`src/rtl/calipso_pkg.sv`:
```
// Shared types and default region boundaries for the Calipso ROM loader.
package calipso_pkg;

  typedef enum logic [1:0] {
    REG_CPU  = 2'd0,
    REG_SND  = 2'd1,
    REG_GFX  = 2'd2,
    REG_PROM = 2'd3
  } region_t;

  localparam logic [15:0] CPU_END_DEF  = 16'h6000;
  localparam logic [15:0] SND_END_DEF  = 16'h7000;
  localparam logic [15:0] GFX_END_DEF  = 16'h9000;
  localparam logic [15:0] PROM_END_DEF = 16'h9020;

  localparam int unsigned CNT_W = 17;

  // Loader states kept as plain constants so the encoding stays fixed.
  typedef logic [2:0] ld_state_t;
  localparam ld_state_t ST_IDLE  = 3'd0;
  localparam ld_state_t ST_LOAD  = 3'd1;
  localparam ld_state_t ST_DRAIN = 3'd2;
  localparam ld_state_t ST_DONE  = 3'd3;
  localparam ld_state_t ST_ERR   = 3'd4;

endpackage

```
`src/rtl/rom_region_decode.sv`:
```
// Maps a flat image byte address to a ROM region and region-relative offset.
module rom_region_decode
  import calipso_pkg::*;
#(
  parameter logic [15:0] CPU_END  = CPU_END_DEF,
  parameter logic [15:0] SND_END  = SND_END_DEF,
  parameter logic [15:0] GFX_END  = GFX_END_DEF,
  parameter logic [15:0] PROM_END = PROM_END_DEF
) (
  input  logic [24:0] i_addr,
  output region_t     o_region_c,
  output logic [15:0] o_offset_c,
  output logic        o_in_range_c
);

  logic [15:0] w_a;
  assign w_a = i_addr[15:0];

  // Region is chosen before subtracting, so offsets never wrap.
  always_comb begin
    o_region_c   = REG_CPU;
    o_offset_c   = w_a;
    o_in_range_c = (i_addr[24:16] == 9'd0);
    if (w_a < CPU_END) begin
      o_region_c = REG_CPU;
      o_offset_c = w_a;
    end else if (w_a < SND_END) begin
      o_region_c = REG_SND;
      o_offset_c = w_a - CPU_END;
    end else if (w_a < GFX_END) begin
      o_region_c = REG_GFX;
      o_offset_c = w_a - SND_END;
    end else if (w_a < PROM_END) begin
      o_region_c = REG_PROM;
      o_offset_c = w_a - GFX_END;
    end else begin
      o_in_range_c = 1'b0;
    end
  end

endmodule

```
`src/rtl/calipso_rom_loader.sv`:
```
// Decodes the hps_io ROM download into per-region writes through a one-entry
// skid buffer, and holds the core in reset until a correctly sized image lands.
module calipso_rom_loader
  import calipso_pkg::*;
#(
  parameter logic [15:0] CPU_END  = CPU_END_DEF,
  parameter logic [15:0] SND_END  = SND_END_DEF,
  parameter logic [15:0] GFX_END  = GFX_END_DEF,
  parameter logic [15:0] PROM_END = PROM_END_DEF
) (
  input  logic        clk_sys,
  input  logic        RESET_N,
  input  logic        ioctl_download,
  input  logic [7:0]  ioctl_index,
  input  logic        ioctl_wr,
  input  logic [24:0] ioctl_addr,
  input  logic [7:0]  ioctl_dout,
  output logic        ioctl_wait,
  output logic [15:0] dn_addr,
  output logic [7:0]  dn_data,
  output logic [1:0]  dn_region,
  output logic        dn_wr,
  input  logic        dn_ack,
  output logic        core_reset,
  output logic        load_done,
  output logic        load_err,
  output logic [7:0]  checksum
);

  ld_state_t        r_state;
  ld_state_t        w_state_nxt;
  logic             r_dl_q;
  logic             r_restart_pend;
  logic             r_dn_wr;
  logic [15:0]      r_dn_addr;
  logic [7:0]       r_dn_data;
  region_t          r_dn_region;
  logic [CNT_W-1:0] r_count;
  logic [7:0]       r_checksum;
  logic             r_load_err;
  logic             r_load_done;
  logic             r_core_reset;

  region_t          w_region;
  logic [15:0]      w_offset;
  logic             w_in_range;
  logic             w_start;
  logic             w_fall;
  logic             w_empty;
  logic             w_in_load;
  logic             w_accept;
  logic             w_bad_wr;
  logic             w_clear;
  logic             w_size_err;

  rom_region_decode #(
    .CPU_END (CPU_END),
    .SND_END (SND_END),
    .GFX_END (GFX_END),
    .PROM_END(PROM_END)
  ) u_decode (
    .i_addr      (ioctl_addr),
    .o_region_c  (w_region),
    .o_offset_c  (w_offset),
    .o_in_range_c(w_in_range)
  );

  assign w_start   = ioctl_download & ~r_dl_q & (ioctl_index == 8'd0);
  assign w_fall    = ~ioctl_download & r_dl_q;
  // The buffer frees in the same cycle its write is acknowledged.
  assign w_empty   = ~r_dn_wr | dn_ack;
  assign w_in_load = (r_state == ST_LOAD);
  assign w_accept  = w_in_load & ioctl_wr & w_empty & w_in_range;
  assign w_bad_wr  = w_in_load & ioctl_wr & (~w_empty | ~w_in_range);

  always_comb begin
    w_state_nxt = r_state;
    case (r_state)
      ST_IDLE, ST_DONE, ST_ERR: if (w_start) w_state_nxt = ST_LOAD;
      ST_LOAD:                  if (w_fall) w_state_nxt = ST_DRAIN;
      ST_DRAIN: begin
        if (w_empty) begin
          if (w_start || r_restart_pend)         w_state_nxt = ST_LOAD;
          else if (r_count == CNT_W'(PROM_END))  w_state_nxt = ST_DONE;
          else                                   w_state_nxt = ST_ERR;
        end
      end
      default:                  w_state_nxt = ST_IDLE;
    endcase
  end

  assign w_clear    = (w_state_nxt == ST_LOAD) && (r_state != ST_LOAD);
  assign w_size_err = (r_state == ST_DRAIN) && (w_state_nxt == ST_ERR);

  always_ff @(posedge clk_sys or negedge RESET_N) begin
    if (!RESET_N) r_state <= ST_IDLE;
    else          r_state <= w_state_nxt;
  end

  always_ff @(posedge clk_sys or negedge RESET_N) begin
    if (!RESET_N) begin
      r_dl_q         <= 1'b0;
      r_restart_pend <= 1'b0;
      r_dn_wr        <= 1'b0;
      r_dn_addr      <= 16'd0;
      r_dn_data      <= 8'd0;
      r_dn_region    <= REG_CPU;
      r_count        <= '0;
      r_checksum     <= 8'd0;
      r_load_err     <= 1'b0;
      r_load_done    <= 1'b0;
      r_core_reset   <= 1'b1;
    end else begin
      r_dl_q <= ioctl_download;

      // A new download seen while the last write is pending waits for the ack.
      if (w_clear)
        r_restart_pend <= 1'b0;
      else if ((r_state == ST_DRAIN) && w_start && !w_empty)
        r_restart_pend <= 1'b1;

      if (w_accept) begin
        r_dn_wr     <= 1'b1;
        r_dn_addr   <= w_offset;
        r_dn_data   <= ioctl_dout;
        r_dn_region <= w_region;
      end else if (dn_ack) begin
        r_dn_wr <= 1'b0;
      end

      if (w_clear) begin
        r_count    <= '0;
        r_checksum <= 8'd0;
      end else if (w_accept) begin
        if (r_count != {CNT_W{1'b1}}) r_count <= r_count + CNT_W'(1);
        r_checksum <= r_checksum + ioctl_dout;
      end

      if (w_clear)                    r_load_err <= 1'b0;
      else if (w_bad_wr || w_size_err) r_load_err <= 1'b1;

      r_load_done  <= (w_state_nxt == ST_DONE);
      r_core_reset <= (w_state_nxt != ST_DONE);
    end
  end

  assign ioctl_wait = r_dn_wr;
  assign dn_wr      = r_dn_wr;
  assign dn_addr    = r_dn_addr;
  assign dn_data    = r_dn_data;
  assign dn_region  = r_dn_region;
  assign checksum   = r_checksum;
  assign load_err   = r_load_err;
  assign load_done  = r_load_done;
  assign core_reset = r_core_reset;

endmodule

```
`config.mk`:
```
export PLATFORM = sky130hd
export DESIGN_NAME = calipso_rom_loader
export DESIGN_NICKNAME = d
export VERILOG_FILES = /design/src/rtl/calipso_pkg.sv /design/src/rtl/rom_region_decode.sv /design/src/rtl/calipso_rom_loader.sv
export SDC_FILE = /design/constraint.sdc
export NUM_CORES = 1
export LEC_CHECK = 0
export BUFFER_PORTS_ARGS = -buffer_cell sky130_fd_sc_hd__buf_2
export CORE_MARGIN = 2
export CORE_UTILIZATION = 57
export CTS_CLUSTER_DIAMETER = 60
export DETAILED_ROUTE_END_ITERATION = 10
export MAX_ROUTING_LAYER = met4
export PLACE_DENSITY = 0.85
export RECOVER_POWER = 100
export SLEW_MARGIN = 20
export SYNTH_ARGS = -nofsm -noshare
export SYNTH_HDL_FRONTEND = slang
export SYNTH_SLANG_ARGS = --single-unit
export TNS_END_PERCENT = 5
```
`constraint.sdc`:
```
create_clock -name clk_sys -period 5.8 [get_ports clk_sys]
set_clock_uncertainty 0.1 [all_clocks]
set_input_delay 1.45 -clock clk_sys [delete_from_list [all_inputs] [get_ports clk_sys]]
set_output_delay 1.45 -clock clk_sys [all_outputs]
set_load 0.01 [all_outputs]
```
==> key figures, run 1 <==
STA
  – # setup viols final: 0
  – Final Critical Period: about 4300 ps
  – Final period util: 0.736
  – Total negative slack: 0 ps
  – Hold Violations, Final: 0
  – Max Clk Rate: about 230 MHz
  – Slew @ Worst Pin: between 3000 and 4000 ps
  – Worst Slack Setup Final: approximately 1500 ps
  – Slew Limit Fails: just over 60
  – Max_slew headroom: -1.13
  – RSZ-0062 raised after global routing: false

Floorplan
  – Die Span Y: approximately 81 um
  – Die area: between 6000 and 7000 um2
  – Total core area: 5610 um2
  – Initial Util: 0.599
  – Std cell rows: 27
  – Die Width: 80.8 um
  – Ports: 85

Logic synthesis
  – Number of synthesized flops with an enable pin: 0
  – Synth Register Bits: 60
  – Synthesis warning total: 0
  – Most frequent cells after synthesis: nand2_1 (96), dfrtp_1 (59), nor2_1 (30), a21oi_1 (24), o21ai_0 (19)
  – Syn Area/Cell: roughly 8.8 um2
  – Synthesized Nets: between 400 and 500
  – Sequential cell area fraction in the yosys report: 0.447
  – Synth top area share: 0.439
  – Top FF cell, synth: dfrtp_1
  – Count leader, synth: nand2_1
  – Main area contributors after synthesis: dfrtp_1 (44%), nand2_1 (11%), ha_1 (6.0%), a21oi_1 (3.6%), nor2_1 (3.4%)
  – Post-synthesis cell type count: 55
  – Cell Area, Synth: ~3400 um2
  – Synth area leader: dfrtp_1
  – Share of flip-flops with an asynchronous set or reset: 1.00
  – Post-Synthesis Cells: approximately 380

Clock tree
  – H-Tree Depth: 3
  – TritonCTS clock tree: done
  – Post-CTS setup buffer count: 0
  – Post-cts resize count: 0
  – CTS clock-pin slew for the worst setup and hold paths: 70 ps
  – Clk Latency, worst-skew pair: approximately 350 ps
  – Num CTS Buffers: 9
  – Clock Tree Buf Depth: 2
  – Clock sinks: 60
  – CTS root buf: clkbuf_8
  – Hold Buf Count CTS: 0

Worst setup path
  – Critical path fanouts, max: 25
  – Critical Path RT: approximately 5900 ps
  – Worst Setup Start Kind: input port
  – Worst r2r dst: checksum[2]
  – CP startpoint: ioctl_addr[13]
  – Setup crit end: checksum[7]
  – Setup CP Type: in -> reg
  – FF-to-FF path depth: 9
  – Worst Path Arrival: 4330 ps
  – Launch point of the worst reg-to-reg path: r_count[0]
  – Worst reg-to-reg setup slack: between 2000 and 3000 ps
  – Crit end category: flip-flop

GRT
  – Initial antenna violation count: 0
  – GRT Util Overall: 0.274
  – Global-route wire length before repair: between 10000 and 15000 um
  – Vias in the first global route: between 2000 and 3000
  – Largest net degree at the start of global routing: between 60 and 70
  – GRT overflow: 0

Detailed routing
  – Via Count: around 3100
  – Final wirelength: 8110 um
  – WL per Instance: ~15 um
  – Starting DRC count in detailed routing: ~190
  – Routed vias/inst: between 5 and 6
  – DRT antenna net count: 0
  – Drt drc: 0
  – Drt pass-1 iters: 4

Placed design
  – Placed Area: between 3000 and 4000 um2
  – Detailed Place HPWL: about 5700 um
  – Pre-CTS setup slack: around 1700 ps
  – IO Port Bufs: 84
  – GP Congestion: 0.937

Pwr
  – PD cells: between 200 and 250 nW/um2
  – Leak pwr: 1.93 nW
  – Clock share of power: 0.462
  – Sw frac: 0.247
  – Comb pwr share: 0.076
  – Switching Power: between 0.2 and 0.25 mW
  – Sequential share of power: 0.462
  – Worst vdd ir: approximately 0.15 mV
  – Internal power: about 0.70 mW

Final layout
  – Layout area overhead: 18.4%
  – Net count reported at finish: roughly 530
  – Design area: slightly below 4000 um2
  – ANT cells: 0
  – Fraction of layout cells with a size suffix above 1: 0.144

Hold path
  – Worst hold path class: reg -> reg

Outcome
  – Failing checks: max-capacitance violations, max-slew violations
  – Status: finished, violations left

Flow run
  – Total of max-cap violations: 1
## per-layer routing
metal,vias to the layer above,wire length [um],part of all wire,global-route usage
met2,122,3900,0.48,0.443
met4,0,141,0.017,0.102
met1,1479,3490,0.43,0.349
met5,-,0,0,-
li1,1504,-,-,-
met3,16,572,0.071,0.0467
## worst max-delay path, cell delays in order
cell	delay (ps)
clkbuf_1	340
inv_1	200
ha_1	260
nor2b_1	160
or3_1	370
o2111ai_1	850
buf_4	420
a31oi_1	90
xnor2_1	140
nor2_1	60
## kinds of logic after synthesis
family | Yosys count | share of synthesized area
adders and majority gates | 17 | 0.0655
buffers and inverters | 31 | 0.0402
and+or+nand+nor | 185 | 0.263
DFF | 60 | 0.447
xor gates and xnor gates | 14 | 0.0365
AOI/OAI and AO/OA | 75 | 0.145
muxes | 1 | 0.00298
## final cells by class
cell class	count	area (um2)
fillers	450	1630
repair buffers	87	384
clock buffers	9	124
multi-input cells	292	1710
clock inverters	7	98.8
flip-flops and latches	60	1500
inverters	18	67.6
well taps	72	90.1
## placed cells by master, fill, tap and decap left out, types with 2 or more instances in the layout
cell type   n
nand2_1    96
o21ai_0    19
ha_1       16
buf_2      43
a31oi_1     5
bufinv_16   2
nand4_1     7
nor4_1      5
a21oi_2     3
and2_0      2
a21o_1      3
dfrtp_1    59
a21oi_1    24
nor3_1      5
a221oi_1    2
nor4b_1     3
nor3b_1     5
clkinv_4    2
xor2_1      5
nand2b_1    4
or3_1       7
o31ai_1     2
o211ai_1    3
and3_1      5
xnor2_1     9
nor2_1     30
a211oi_1    2
nand3_1     5
clkbuf_8    9
clkbuf_1   42
inv_1      18
nor2b_1     3
## how the worst min path moves through the flow
stage / from / to / slack, ps / depth (start not counted)
CTS: dn_addr[8] / dn_addr[8] / 370 / 2
global route: dn_data[0] / dn_data[0] / 410 / 2
global placement: dn_data[2] / dn_data[2] / 350 / 2
floorplan: dn_addr[0] / dn_addr[0] / 410 / 2
finish: dn_addr[8] / dn_addr[8] / 370 / 2
detailed placement: dn_addr[8] / dn_addr[8] / 350 / 2
## per-stage QoR
step	util	hold slack, ps	cells	power [mW]
after floorplan	-	407	383	0.469
after global placement	0.682	345	529	0.504
after detailed placement	0.682	353	529	0.505
after CTS	0.722	369	545	0.931
after global routing	0.710	405	545	0.960
final	0.710	372	545	0.923
## registers in the layout, summed over array words and instances, names as in the netlist, 2 cells and up
register,count
dn_region,2
checksum,8
dn_addr,16
r_state,3
dn_data,8
r_count,17
## power groups by stage
| stage | Combinational [mW] | Clock, mW | Sequential, mW |
|---|---|---|---|
| floorplan | 0.0351 | 0 | 0.434 |
| global placement | 0.0695 | 0 | 0.434 |
| detailed placement | 0.0710 | 0 | 0.434 |
| CTS | 0.0714 | 0.433 | 0.426 |
| global route | 0.0802 | 0.453 | 0.427 |
| finish | 0.0700 | 0.427 | 0.426 |
No activity file was read; power rests on OpenSTA's default activity.
==> inputs of run 2 (changes only) <==
--- a/config.mk
+++ b/config.mk
@@ -7,11 +7,11 @@
 export LEC_CHECK = 0
 export BUFFER_PORTS_ARGS = -buffer_cell sky130_fd_sc_hd__buf_2
 export CORE_MARGIN = 2
-export CORE_UTILIZATION = 57
+export CORE_UTILIZATION = 48
 export CTS_CLUSTER_DIAMETER = 60
 export DETAILED_ROUTE_END_ITERATION = 10
 export MAX_ROUTING_LAYER = met4
-export PLACE_DENSITY = 0.85
+export PLACE_DENSITY = 0.76
 export RECOVER_POWER = 100
 export SLEW_MARGIN = 20
 export SYNTH_ARGS = -nofsm -noshare
==> constraint.sdc (replaced) <==
create_clock -name clk_sys -period 3.8 [get_ports clk_sys]
set_clock_uncertainty 0.1 [all_clocks]
set_input_delay 0.95 -clock clk_sys [delete_from_list [all_inputs] [get_ports clk_sys]]
set_output_delay 0.95 -clock clk_sys [all_outputs]
set_load 0.01 [all_outputs]
==> key figures, run 2 (synthesized netlist as in run 1, its figures left out) <==
Outcome
  – Status: finished, violations left
  – Failing checks: max-capacitance violations, max-slew violations

Detailed routing
  – Routed vias/inst: 5.37
  – Via Count: 3078
  – Final wirelength: ~7800 um
  – Met3 WL: around 480 um
  – Starting DRC count in detailed routing: 76
  – DRT antenna net count: 0
  – Drt drc: 0
  – Top layer in use: met4
  – Met1 WL: about 3700 um
  – Drt pass-1 iters: 4
  – WL per Instance: around 14 um
  – Met2 wire len: around 3500 um

Worst setup path
  – Worst Setup Start Kind: input port
  – FF-to-FF path depth: 9
  – Setup CP Type: in -> reg
  – Slowest cell on the critical path: clkbuf_1
  – Worst reg-to-reg setup slack: a little under 800 ps
  – CP startpoint: ioctl_index[1]
  – Critical path fanouts, max: 27
  – Crit path largest cell delay: between 900 and 1000 ps
  – Setup crit end: r_count[15]
  – Worst path cell trace: buf_2 -> nor4b_1 -> and3_1 -> o21ai_0 -> a22o_1 -> nor3_2 -> clkbuf_1 -> nor2_1
  – Critical Path RT: 3860 ps
  – Worst Path Arrival: 3350 ps
  – Worst r2r dst: r_count[15]
  – Launch point of the worst reg-to-reg path: r_count[0]
  – Crit end category: flip-flop

Clock tree
  – Clock sinks: 60
  – CTS clock-pin slew for the worst setup and hold paths: around 70 ps
  – CTS root buf: clkbuf_8
  – Clock Tree Buf Depth: 2
  – Clk Latency, worst-skew pair: 330 ps
  – Post-CTS setup buffer count: 0
  – Hold Buf Count CTS: 0
  – Post-cts resize count: 0
  – H-Tree Depth: 3
  – Num CTS Buffers: 9
  – TritonCTS clock tree: done

Placed design
  – IO Port Bufs: 84
  – Placed Area: 3890 um2
  – GP Congestion: 0.954
  – Detailed Place HPWL: ~5800 um

STA
  – Hold Violations, Final: 0
  – Max Clk Rate: 304 MHz
  – # setup viols final: 0
  – Final Critical Period: around 3300 ps
  – Slew @ Worst Pin: between 2000 and 2500 ps
  – RSZ-0062 raised after global routing: false
  – Max_slew headroom: -0.347
  – Slew Limit Fails: 39
  – Final period util: 0.865
  – Worst hold slack: 368 ps
  – Total negative slack: 0 ps

Floorplan
  – Die Width: roughly 90 um
  – Initial Util: 0.495
  – Die Span Y: just under 90 um
  – Total core area: 6790 um2
  – Die area: ~7700 um2
  – Std cell rows: 30
  – Ports: 85

Pwr
  – Internal power: ~1.0 mW
  – Worst vdd ir: between 0.15 and 0.2 mV
  – Leak pwr: roughly 1.9 nW
  – Sw frac: 0.244
  – Clock share of power: 0.431
  – Switching Power: 0.326 mW
  – Sequential share of power: 0.488
  – PD cells: 332 nW/um2
  – Comb pwr share: 0.081

GRT
  – Largest net degree at the start of global routing: 39
  – Global-route wire length before repair: 12700 um
  – GRT Util Overall: 0.216
  – Vias in the first global route: 2824
  – GRT overflow: 0
  – Initial antenna violation count: 0

Final layout
  – ANT cells: 0
  – Layout area overhead: 19.6%
  – Top reg by flops: r_count
  – Net count reported at finish: around 540
  – Filler instances: ~610
  – Commonest non-fill, non-tap cells in the layout: nand2_1 (96), dfrtp_1 (59), clkbuf_1 (45)
  – Max reg flops: 17
  – Fraction of layout cells with a size suffix above 1: 0.149
  – Design area: a little over 4000 um2
  – Most common cell after layout, fill and taps aside: nand2_1

Flow run
  – Total of max-cap violations: 1

Hold path
  – Worst hold path class: reg -> reg
## run 2: through the flow
stage               instances   util  total power, mW  setup WS, ps
floorplan                 383      -            0.716           746
finish                    573  0.592             1.33           514
CTS                       573  0.602             1.35           727
global placement          557  0.572            0.770           516
global route              573  0.592             1.40           326
detailed placement        557  0.572            0.772           400
## run 2: how the worst min path moves through the flow
stage | startpoint | to | slack [ps] | cells past startpoint
floorplan | dn_addr[0] | dn_addr[0] | 410 | 2
global placement | dn_addr[8] | dn_addr[8] | 350 | 2
detailed placement | dn_addr[11] | dn_addr[11] | 350 | 2
CTS | dn_addr[11] | dn_addr[11] | 370 | 2
global route | dn_data[7] | dn_data[7] | 380 | 2
finish | dn_addr[8] | dn_addr[8] | 370 | 2
## run 2: routing by layer
metal / vias to the layer above / global-route usage
met1: 1465 / 0.290
met5: - / -
li1: 1501 / -
met3: 14 / 0.0509
met4: 0 / 0.0671
met2: 98 / 0.324
## run 2: worst max-delay path: cells and delay by family
family	cells	cell delay, ps
AOI/OAI and AO/OA	2	330
and+or+nand+nor	4	980
buffers and inverters	2	1090
## run 2: cell type report
cell class	count	area [um2]	area share
inverter	18	67.6	0.0168
clock buffer	10	138	0.0342
sequential	60	1500	0.374
tap	96	120	0.0299
multi-input combinational	292	1720	0.428
timing repair buffer	91	409	0.102
clock inverter	6	63.8	0.0159
## run 2: power by group through the flow
stage | Combinational (mW) | Sequential [mW] | Clock [mW]
finish | 0.108 | 0.651 | 0.575
global route | 0.124 | 0.651 | 0.622
CTS | 0.111 | 0.650 | 0.588
detailed placement | 0.110 | 0.662 | 0
global placement | 0.107 | 0.663 | 0
floorplan | 0.0536 | 0.662 | 0
